### src/rtl/serial_subtractor.sv
// Bit-serial WIDTH-bit subtractor: diff = a - b - bin, LSB first, one full-subtractor cell + borrow FF.
// Latency: operands accepted at edge T, out_valid from edge T+WIDTH+1; one operation in flight at a time.
// Backpressure: in_ready low outside IDLE; result held stable in DONE until out_ready. Option: SERIAL_SUB_OVF_EN adds ovf.
module serial_subtractor #(
   parameter int WIDTH = 4
) (
   input  logic             clk,
   input  logic             rst,
   input  logic             in_valid,
   output logic             in_ready,
   input  logic [WIDTH-1:0] a,
   input  logic [WIDTH-1:0] b,
   input  logic             bin,
   output logic             out_valid,
   input  logic             out_ready,
   output logic [WIDTH-1:0] diff,
   output logic             bout
`ifdef SERIAL_SUB_OVF_EN
   ,
   output logic             ovf
`endif
);

   localparam int CW = $clog2(WIDTH + 1);

   typedef enum logic [1:0] {
      S_IDLE = 2'd0,
      S_RUN  = 2'd1,
      S_DONE = 2'd2
   } state_t;

   state_t           r_state;
   state_t           w_next;
   logic [CW-1:0]    r_cnt;
   logic [WIDTH-1:0] r_a_sh;
   logic [WIDTH-1:0] r_b_sh;
   logic [WIDTH-1:0] r_res;
   logic             r_br;
   logic             r_live;
   logic [WIDTH-1:0] r_diff;
   logic             r_bout;
   logic             w_accept;
   logic             w_last;
   logic             w_d;
   logic             w_br_next;
`ifdef SERIAL_SUB_OVF_EN
   logic             r_a_msb;
   logic             r_b_msb;
   logic             r_ovf;
`endif

   // Full-subtractor cell on the current LSBs plus the running borrow.
   assign w_d       = r_a_sh[0] ^ r_b_sh[0] ^ r_br;
   assign w_br_next = (~r_a_sh[0] & r_b_sh[0]) | (~(r_a_sh[0] ^ r_b_sh[0]) & r_br);
   // All WIDTH bits have been processed once the counter reaches WIDTH.
   assign w_last    = (r_cnt == CW'(WIDTH));
   assign w_accept  = in_valid && in_ready;

   // State register.
   always_ff @(posedge clk or posedge rst) begin
      if (rst) begin
         r_state <= S_IDLE;
      end else begin
         r_state <= w_next;
      end
   end

   // Next-state logic.
   always_comb begin
      w_next = r_state;
      case (r_state)
         S_IDLE:  if (w_accept) w_next = S_RUN;
         S_RUN:   if (w_last) w_next = S_DONE;
         S_DONE:  if (out_ready) w_next = S_IDLE;
         default: w_next = S_IDLE;
      endcase
   end

   // Outputs decoded from state; in_ready is additionally gated until the first edge after reset.
   always_comb begin
      in_ready  = r_live && (r_state == S_IDLE);
      out_valid = (r_state == S_DONE);
      diff      = r_diff;
      bout      = r_bout;
`ifdef SERIAL_SUB_OVF_EN
      ovf       = r_ovf;
`endif
   end

   // Goes high on the first clock edge after reset is released and stays high.
   always_ff @(posedge clk or posedge rst) begin
      if (rst) begin
         r_live <= 1'b0;
      end else begin
         r_live <= 1'b1;
      end
   end

   // Datapath: capture at acceptance, shift one bit per RUN cycle, publish result on entry to DONE.
   always_ff @(posedge clk or posedge rst) begin
      if (rst) begin
         r_cnt   <= '0;
         r_a_sh  <= '0;
         r_b_sh  <= '0;
         r_res   <= '0;
         r_br    <= 1'b0;
         r_diff  <= '0;
         r_bout  <= 1'b0;
`ifdef SERIAL_SUB_OVF_EN
         r_a_msb <= 1'b0;
         r_b_msb <= 1'b0;
         r_ovf   <= 1'b0;
`endif
      end else begin
         case (r_state)
            S_IDLE: begin
               if (w_accept) begin
                  r_a_sh  <= a;
                  r_b_sh  <= b;
                  r_br    <= bin;
                  r_res   <= '0;
                  r_cnt   <= '0;
`ifdef SERIAL_SUB_OVF_EN
                  r_a_msb <= a[WIDTH-1];
                  r_b_msb <= b[WIDTH-1];
`endif
               end
            end
            S_RUN: begin
               if (!w_last) begin
                  r_a_sh <= r_a_sh >> 1;
                  r_b_sh <= r_b_sh >> 1;
                  r_br   <= w_br_next;
                  r_res  <= {w_d, r_res[WIDTH-1:1]};
                  r_cnt  <= r_cnt + CW'(1);
               end else begin
                  // Result register now holds the full difference, LSB at bit 0.
                  r_diff <= r_res;
                  r_bout <= r_br;
`ifdef SERIAL_SUB_OVF_EN
                  r_ovf  <= (r_a_msb != r_b_msb) && (r_res[WIDTH-1] != r_a_msb);
`endif
               end
            end
            default: begin
            end
         endcase
      end
   end

endmodule

### config.mk
export PLATFORM = sky130hd
export DESIGN_NAME = serial_subtractor
export DESIGN_NICKNAME = d
export VERILOG_FILES = /design/src/rtl/serial_subtractor.sv
export SDC_FILE = /design/constraint.sdc
export NUM_CORES = 1
export LEC_CHECK = 0
export CORE_MARGIN = 2
export CORE_UTILIZATION = 45
export CTS_CLUSTER_DIAMETER = 30
export DETAILED_ROUTE_END_ITERATION = 6
export PLACE_DENSITY_LB_ADDON = 0.08
export SYNTH_ARGS = -nofsm -noshare
export SYNTH_HDL_FRONTEND = slang
export SYNTH_SLANG_ARGS = --single-unit
### constraint.sdc
create_clock -name clk -period 1.7 [get_ports clk]
set_input_delay 0.255 -clock clk [delete_from_list [all_inputs] [get_ports clk]]
set_output_delay 0.255 -clock clk [all_outputs]
set_load 0.03 [all_outputs]
==> results.cfg <==
[floorplan]
die_x_um = 53.4
core_um2 = 2250
die_height_um = 53.4
initial_core_util_pct = 48.6
rows = 17
die-area_um2 = 2850
io_pins = 20

[worst_setup_path]
end_kind = output port
rrSetupSlack_ns = 0.14
slowest_delay_ns = 0.67
critPathArrivalTime_ns = 1.35
worstReg2RegEnd = r_b_sh[1]
worstPathMaxFanout = 2
cp_top_family = buffers and inverters
required_ns = 1.44
slowest_stage = clkdlybuf4s50_1
cp_cell_sequence = clkdlybuf4s50_1
r2r_start = r_state[1]
critPathKind = reg -> out
r2r_cells = 4
path_buf_inv = 1
start_kind = flop

[sta]
whs_ns = 0.259
fin_crit_ns = 1.60
rsz0062_at_grt = no
max_freq_ghz = 0.623
hold_viol_final = 0
fin_ws_ns = 0.0957
finClkSkew_ns = 0.00912
setup_viol = 0
timing.final.crit_share_pct = 94.4
slew_viol_final = 0
finalSetupTns_ns = 0

[placed_design]
gp_congestion = 0.728
portBuffers = 19
place_hpwl_mm = 1.38
pre_cts_ws_ns = -0.0320

[logic_synthesis]
async_reset_ff_share_pct = 100
synth-seq-cells = 24
synth_area_leader_cell = dfrtp_1
synth_area_um2 = 1100
ys_seq_area_share_pct = 54.8
yosysMostFrequentCell = dfrtp_1
avgSynthCellArea_um2 = 12.5
yosys_warnings = 0
netlist_instances = 88
synth_top_area_share_pct = 54.8
synth_cell_types = 26
synthesis.nets = 104
synth.area.top_cells = dfrtp_1 55%, mux2_2 10%, mux2_1 4.1%, inv_1 3.8%, mux2i_1 3.7%
synth-edff-count = 0
ys.flop_type = dfrtp_1
synth_common_cells = 24 x dfrtp_1, 11 x inv_1, 10 x mux2_2

[clock_network]
path_clk_slew_ns = 0.13
numCtsBuffers = 3
cts_htree_levels = 1
insertion_delay_ns = 0.32
cts_root_buf = clkbuf_4
cts_buffer_depth = 2
clock-sinks = 24
cts_tree = built

[power_and_ir_drop]
max-vdd-ir-drop_mv = 1.05
power_mw = 2.58
p_leak_nw = 0.665
power_density_nw_per_um2 = 1830

[drt]
drc_errors = 0
wl_per_cell_um = 12.9
drtIter0Drc = 3
dr.pass1.iters = 2
ant_nets = 0
via_count = 726
via_per_inst = 5.08
routed_wl_mm = 1.84

[global_route]
grt_pass1_vias = 709
antenna_found_initial = 0
track_usage_pct = 16.0
grt_pass1_wl_mm = 3.20
grt_overflow = 0
grt_start_max_net_pins = 25

[hold_path]
min_path_type = in -> async

[final_layout]
antennaDiodeCount = 0
fillers = 202
nets = 132
area_growth_pct = 28.4
final_util_pct = 62.4
final_layout_size_suffix_gt1_share_pct = 22.6

[run]
maxCapViolCount = 0

[run_status]
status = completed
routing by layer:
metal	vias up	global-route usage, %	wire (um)
met5	-	0	0
met4	0	5.13	27
met3	4	5.08	82
met2	14	25.5	889
met1	352	20.3	839
li1	356	-	-
power breakdown:
| group | total (mW) | internal (mW) | switching (mW) | leakage [nW] |
|---|---|---|---|---|
| Combinational | 1.32 | 0.692 | 0.631 | 0.341 |
| Clock | 0.294 | 0.131 | 0.163 | 0.0210 |
| Sequential | 0.965 | 0.821 | 0.144 | 0.302 |
placed cells by master, fill, tap and decap left out:
cell / instances
mux2_2: 10
inv_2: 1
clkdlybuf4s15_1: 1
nand2b_1: 1
clkbuf_4: 3
conb_1: 1
inv_1: 11
nor3_1: 1
dlygate4sd2_1: 1
nor2b_1: 1
nor3b_1: 1
a21oi_1: 1
and4b_1: 1
ha_1: 2
clkbuf_8: 1
nand3_1: 1
buf_12: 1
clkdlybuf4s50_1: 17
nand2_1: 1
o21ai_0: 1
mux2_4: 1
nand3_2: 1
nor4bb_1: 1
fa_1: 1
o211ai_1: 5
dfrtp_1: 24
o21ai_1: 6
mux2i_1: 4
mux2_1: 4
buf_4: 7
a22o_1: 2
a21oi_2: 1
layout make-up:
| cell class | instances | area [um^2] | area share [%] |
|---|---|---|---|
| Timing Repair Buffer | 27 | 262 | 18.6 |
| Sequential cell | 24 | 601 | 42.7 |
| Inverter | 12 | 45.0 | 3.20 |
| Clock buffer | 4 | 36.3 | 2.58 |
| Tap cell | 28 | 35.0 | 2.49 |
| Multi-Input combinational cell | 48 | 429 | 30.5 |
worst max-delay path by stage:
stage	start	endpoint	slack (ns)	cells after the start
floorplan	r_cnt[0]	r_b_sh[1]	0.13	7
global placement	in_valid	r_a_sh[0]	-0.02	6
detailed placement	in_valid	r_a_sh[1]	-0.03	6
CTS	r_state[0]	in_ready	0.07	2
global route	r_state[1]	in_ready	0.001	2
finish	diff[1]	diff[1]	0.1	1
worst min-delay path: stages:
cell and delay, ns:
clkdlybuf4s50_1 0.40, inv_1 0.05, buf_4 0.28
state kept, by name, summed over array words and instances (netlist names):
signal,cells
diff,4
r_a_sh,4
r_b_sh,4
r_res,4
r_cnt,3
r_state,2
bout,1
r_br,1
r_live,1
logic make-up after synthesis:
logic type | synth area share (%)
buf+inv | 6.51
flops | 54.8
fa+ha+maj | 4.11
simple gates | 5.37
other cells | 0.342
mux | 19.4
compound gates | 9.47
per-stage QoR:
step | area, um^2 | cells
global route | 1410 | 143
CTS | 1400 | 143
finish | 1410 | 143
detailed placement | 1370 | 139
floorplan | 1100 | 88
global placement | 1370 | 139
repair_timing:
item                                    in CTS  in global routing
setup buffers                                0                  0
hold buffers                                 0                  0
gates resized for setup                      2                  2
endpoints found under the setup margin       2                  6
Note: power is estimated with default switching activity, not from simulation.
==> RTL edit 1, RTL diff (config.mk and constraints unchanged) <==
The 3 states of `state_t` get a one-hot encoding in 3 bits.
--- a/src/rtl/serial_subtractor.sv
+++ b/src/rtl/serial_subtractor.sv
@@ -25,6 +25,6 @@
 
-   typedef enum logic [1:0] {
-      S_IDLE = 2'd0,
-      S_RUN  = 2'd1,
-      S_DONE = 2'd2
+   typedef enum logic [2:0] {
+      S_IDLE = 3'b001,
+      S_RUN  = 3'b010,
+      S_DONE = 3'b100
    } state_t;
Function: no difference found for any inputs over 10 cycles, from zero or initial values and one cycle with rst high; not proved beyond that.
==> RTL edit 1 against the unedited design <==
Synthesized cell count increased by 2.3%; maximum frequency decreased by 3.6%; area after synthesis increased by 9.4%; cell area increased by 9.2%; final cell count increased by 4.9%; worst setup slack got worse by 0.060 ns; wire length increased by 11%; sequential share of layout area decreased by 1.9 points; critical path depth increased by 2; clock skew decreased by 0.0032 ns; hold slack improved by 0.00065 ns; sequential cell count increased by 1.
Power is not compared: it rests on default switching activity, and its combinational part moved more than twofold at a synthesized area within 25%.
==> RTL edit 1: results (changes against the unedited design) <==
- Run status: finished clean
* Number of cells upsized or downsized after cts: 3 (+1)
* Fraction of standard cell area in multi-input logic: 35.10% (+4.6 points)
- The register-to-register setup slack came to 0.04 ns (-0.10 ns).
- Via density per instance: 5.287 (+4.1%)
- Final net count: 137 (+3.8%)
- Counting instances in the post-synthesis netlist gives the leading cell types as sky130_fd_sc_hd__dfrtp_1, sky130_fd_sc_hd__inv_1, sky130_fd_sc_hd__a22o_1, sky130_fd_sc_hd__mux2_1, sky130_fd_sc_hd__mux2_4.
- The met1 global-route usage came to 18.91% (-1.4 points).
- Pin count of the biggest net entering global routing: 26 (+4.0%)
- Compound-Gate Fraction of Synth Area: 11.59% (+2.1 points)
- For this design, the slowest cell found on the critical path is sky130_fd_sc_hd__dfstp_2.
* Tightest hold margin: 0.2594 ns (+0.0006450 ns)
- The number of non-clock inverters in the layout was 10 (-2).
- The total length of routed wires is 2045 µm (+11%).
* Filler Cell Count: 217 (+7.4%)
- The global router's overall resource usage was 14.84% (-1.1 points).
- After synthesis, the cell types taking the most area are sky130_fd_sc_hd__dfrtp_1, sky130_fd_sc_hd__mux2_1, sky130_fd_sc_hd__mux2_4.
* Via count of the first global-routing pass: 834 (+18%)
- Post-DP Area: 0.001454 mm² (+6.3%)
* Cell count after synthesis: 90 (+2.3%)
- The routed metal-1 wire length is 994 µm (+18%).
- Final weighted congestion in routability-driven placement: 0.7396 (+1.6%)
- The post-DP HPWL is 1455 µm (+5.5%).
* R2r endpoint: r_b_sh[2]$_DFFE_PP0P_
* Share of cells above drive strength 1: 28.33% (+5.7 points)
- The count of routing violations after the opening detailed-route iteration came to 12 (+9).
RTL edit 1: cell count changes after synthesis, sizes merged, moves of 2 or more:
cell / before / now
a32oi: 0 / 2
and3: 0 / 2
nor3b: 1 / 3
o21ai: 7 / 2
inv: 12 / 10
o211ai: 5 / 0
buf: 4 / 1
and2: 0 / 2
a22o: 2 / 7
RTL edit 1: worst min-delay path, stage by stage:
cell                              delay, ns
sky130_fd_sc_hd__clkdlybuf4s50_1       0.39
sky130_fd_sc_hd__inv_1                 0.05
sky130_fd_sc_hd__buf_4                 0.30
RTL edit 1: power by group through the flow:
| stage | registers, W | clock network [W] | logic [W] |
|---|---|---|---|
| floorplan | 0.000778 | 0 | 0.000260 |
| global placement | 0.000788 | 0 | 0.000358 |
| detailed placement | 0.000787 | 0 | 0.000365 |
| CTS | 0.000775 | 0.000282 | 0.000384 |
| global route | 0.000791 | 0.000307 | 0.000446 |
| finish | 0.000776 | 0.000269 | 0.000395 |
==> RTL edit 2, RTL diff (config.mk and constraints unchanged) <==
Made on the original files. Change the parameter `WIDTH` from 4 to 8.
--- a/src/rtl/serial_subtractor.sv
+++ b/src/rtl/serial_subtractor.sv
@@ -4,3 +4,3 @@
 module serial_subtractor #(
-   parameter int WIDTH = 4
+   parameter int WIDTH = 8
 ) (
Interface: changed (resized a, b and diff); port bits go from 20 to 32. No check against the original RTL was run, so the function may have changed too.
==> RTL edit 2 against the unedited design <==
Synthesized cell count grew 69%; clock skew shrank 0.0051 ns; sequential cell count grew 17; wire length grew 90%; cell area grew 68%; non-clock buffer count grew 14; core utilization shrank 2.4 points; worst setup slack gained 0.0015 ns; power grew 67%; area after synthesis grew 67%; critical path type unchanged; largest cell class unchanged.
==> RTL edit 2: results (changes against the unedited design) <==
- Cell count after synthesis: 149 (+69%)
- In this run the critical register-to-register path is launched from r_cnt[1]$_DFFE_PP0P_.
- Wire length of the first global-routing pass: 5809 µm (+81%)
* Tightest hold margin: 0.3168 ns (+0.05800 ns)
* Clock network latency to the later pin of the worst-skew pair: 0.29 ns (-0.03 ns)
* Number of clock buffers inserted by TritonCTS: 5 (+2)
* Final non-clock buffer share: 17.09% (-1.5 points)
- Final wirelength: 3496 µm (+90%)
- R2R cell count: 5 (+1)
- The wire length on met2 came to 1710 µm (+92%).
* Net Sw Frac: 35.68% (-0.62 points)
- The count of routing violations after the opening detailed-route iteration was 82 (+79).
* Sequential cell area fraction in the yosys report: 56.09% (+1.3 points)
- The via count of the first global-routing pass is 1,281 (+81%).
- R2r endpoint: diff[4]$_DFFE_PP0P_
* Average routed wire per standard cell: 14.63 µm (+14%)
- The worst clock skew is 0.004023 ns (-0.005097 ns).
* Number of levels in the clock H-tree: 2 (+1)
- The internal power was 0.002779 W (+69%).
* Clock slew at reported path FFs: 0.08 ns (-0.05 ns)
- Buffers on Ports: 31 (+12)
* Run status: finished clean
- The combined area of the multi-input logic cells came to 675.6 µm² (+57%).
* Met2 Use GR: 28.06% (+2.5 points)
- Final net count: 212 (+61%)
* Leakage Power: 1.129 nW (+70%)
- The number of non-clock inverters in the layout is 21 (+9).
- Largest stage delay on the critical path: 0.42 ns (-0.25 ns)
- The core utilization of the finished layout is 59.98% (-2.4 points).
- In this run the clock root is driven by a sky130_fd_sc_hd__clkbuf_8.
- Register area: 0.001027 mm² (+71%)
- Source of the critical timing path: r_state[0]$_DFFE_PP0P_
- Crit path max-delay family: flip-flops
- Inserted tap cell count: 50 (+79%)
* Crit path max-delay cell type: sky130_fd_sc_hd__dfrtp_1
- Number of register bits inferred by synthesis: 41 (+71%)
- Peak VDD IR: 0.7907 mV (-25%)
* DRT met1 WL: 1558 µm (+86%)
- The total instance count after detailed placement is 230 (+65%).
- Sequential group power: 0.00164 W (+70%)
* M3 GR Usage: 7.000% (+1.9 points)
* Pin count of the biggest net entering global routing: 42 (+68%)
- Yosys attributes the largest share of cell area to sky130_fd_sc_hd__dfrtp_1, sky130_fd_sc_hd__o32ai_1, sky130_fd_sc_hd__mux2_2.
- Buffers outside the clock class: 41 (+52%)
- Via density per instance: 5.335 (+5.1%)
- Share of cells above drive strength 1: 18.52% (-4.1 points)
- The met1 global-route usage is 22.37% (+2.1 points).
* Filler Cell Count: 306 (+51%)
- The multi-input combinational cell count is 78 (+63%).
- Final weighted congestion in routability-driven placement: 0.8359 (+15%)
- Post-synthesis cell type count: 36 (+38%)
* Post-DP Area: 0.002238 mm² (+64%)
- The pre-CTS setup slack was 0.09140 ns (+0.1234 ns).
- The largest driver fanout on the critical path is 6 (+4).
- The post-DP HPWL is 2407 µm (+75%).
- Most numerous cell types in the synthesized netlist: sky130_fd_sc_hd__dfrtp_1, sky130_fd_sc_hd__inv_1, sky130_fd_sc_hd__a21oi_1
* Clock Network Area Fraction: 4.921% (+2.3 points)
* Total iterations of the first detailed-routing run: 4 (+2)
[RTL edit 2: cell families (layout without fill, tap and decap cells)]
| kind of cell | after synthesis | in the layout | synth area share, % |
|---|---|---|---|
| AOI/OAI and AO/OA | 46 | 46 | 19.22 |
| adders and majority gates | 3 | 3 | 2.462 |
| buffers and inverters | 30 | 70 | 7.386 |
| DFF | 41 | 41 | 56.09 |
| muxes | 10 | 10 | 6.088 |
| other | 1 | 1 | 0.2050 |
| and+or+nand+nor | 18 | 18 | 8.551 |
[RTL edit 2: timing repair]
item                                    CTS  global route
endpoints found under the setup margin    2             5
cloned                                    0             0
setup buffers                             0             1
hold buffers                              0             0
gates resized for setup                   2             5
[RTL edit 2: tightest hold or removal path, cell delays in order]
cell and delay [ns]:
sky130_fd_sc_hd__clkdlybuf4s50_1 0.39, sky130_fd_sc_hd__inv_1 0.09, sky130_fd_sc_hd__buf_12 0.23
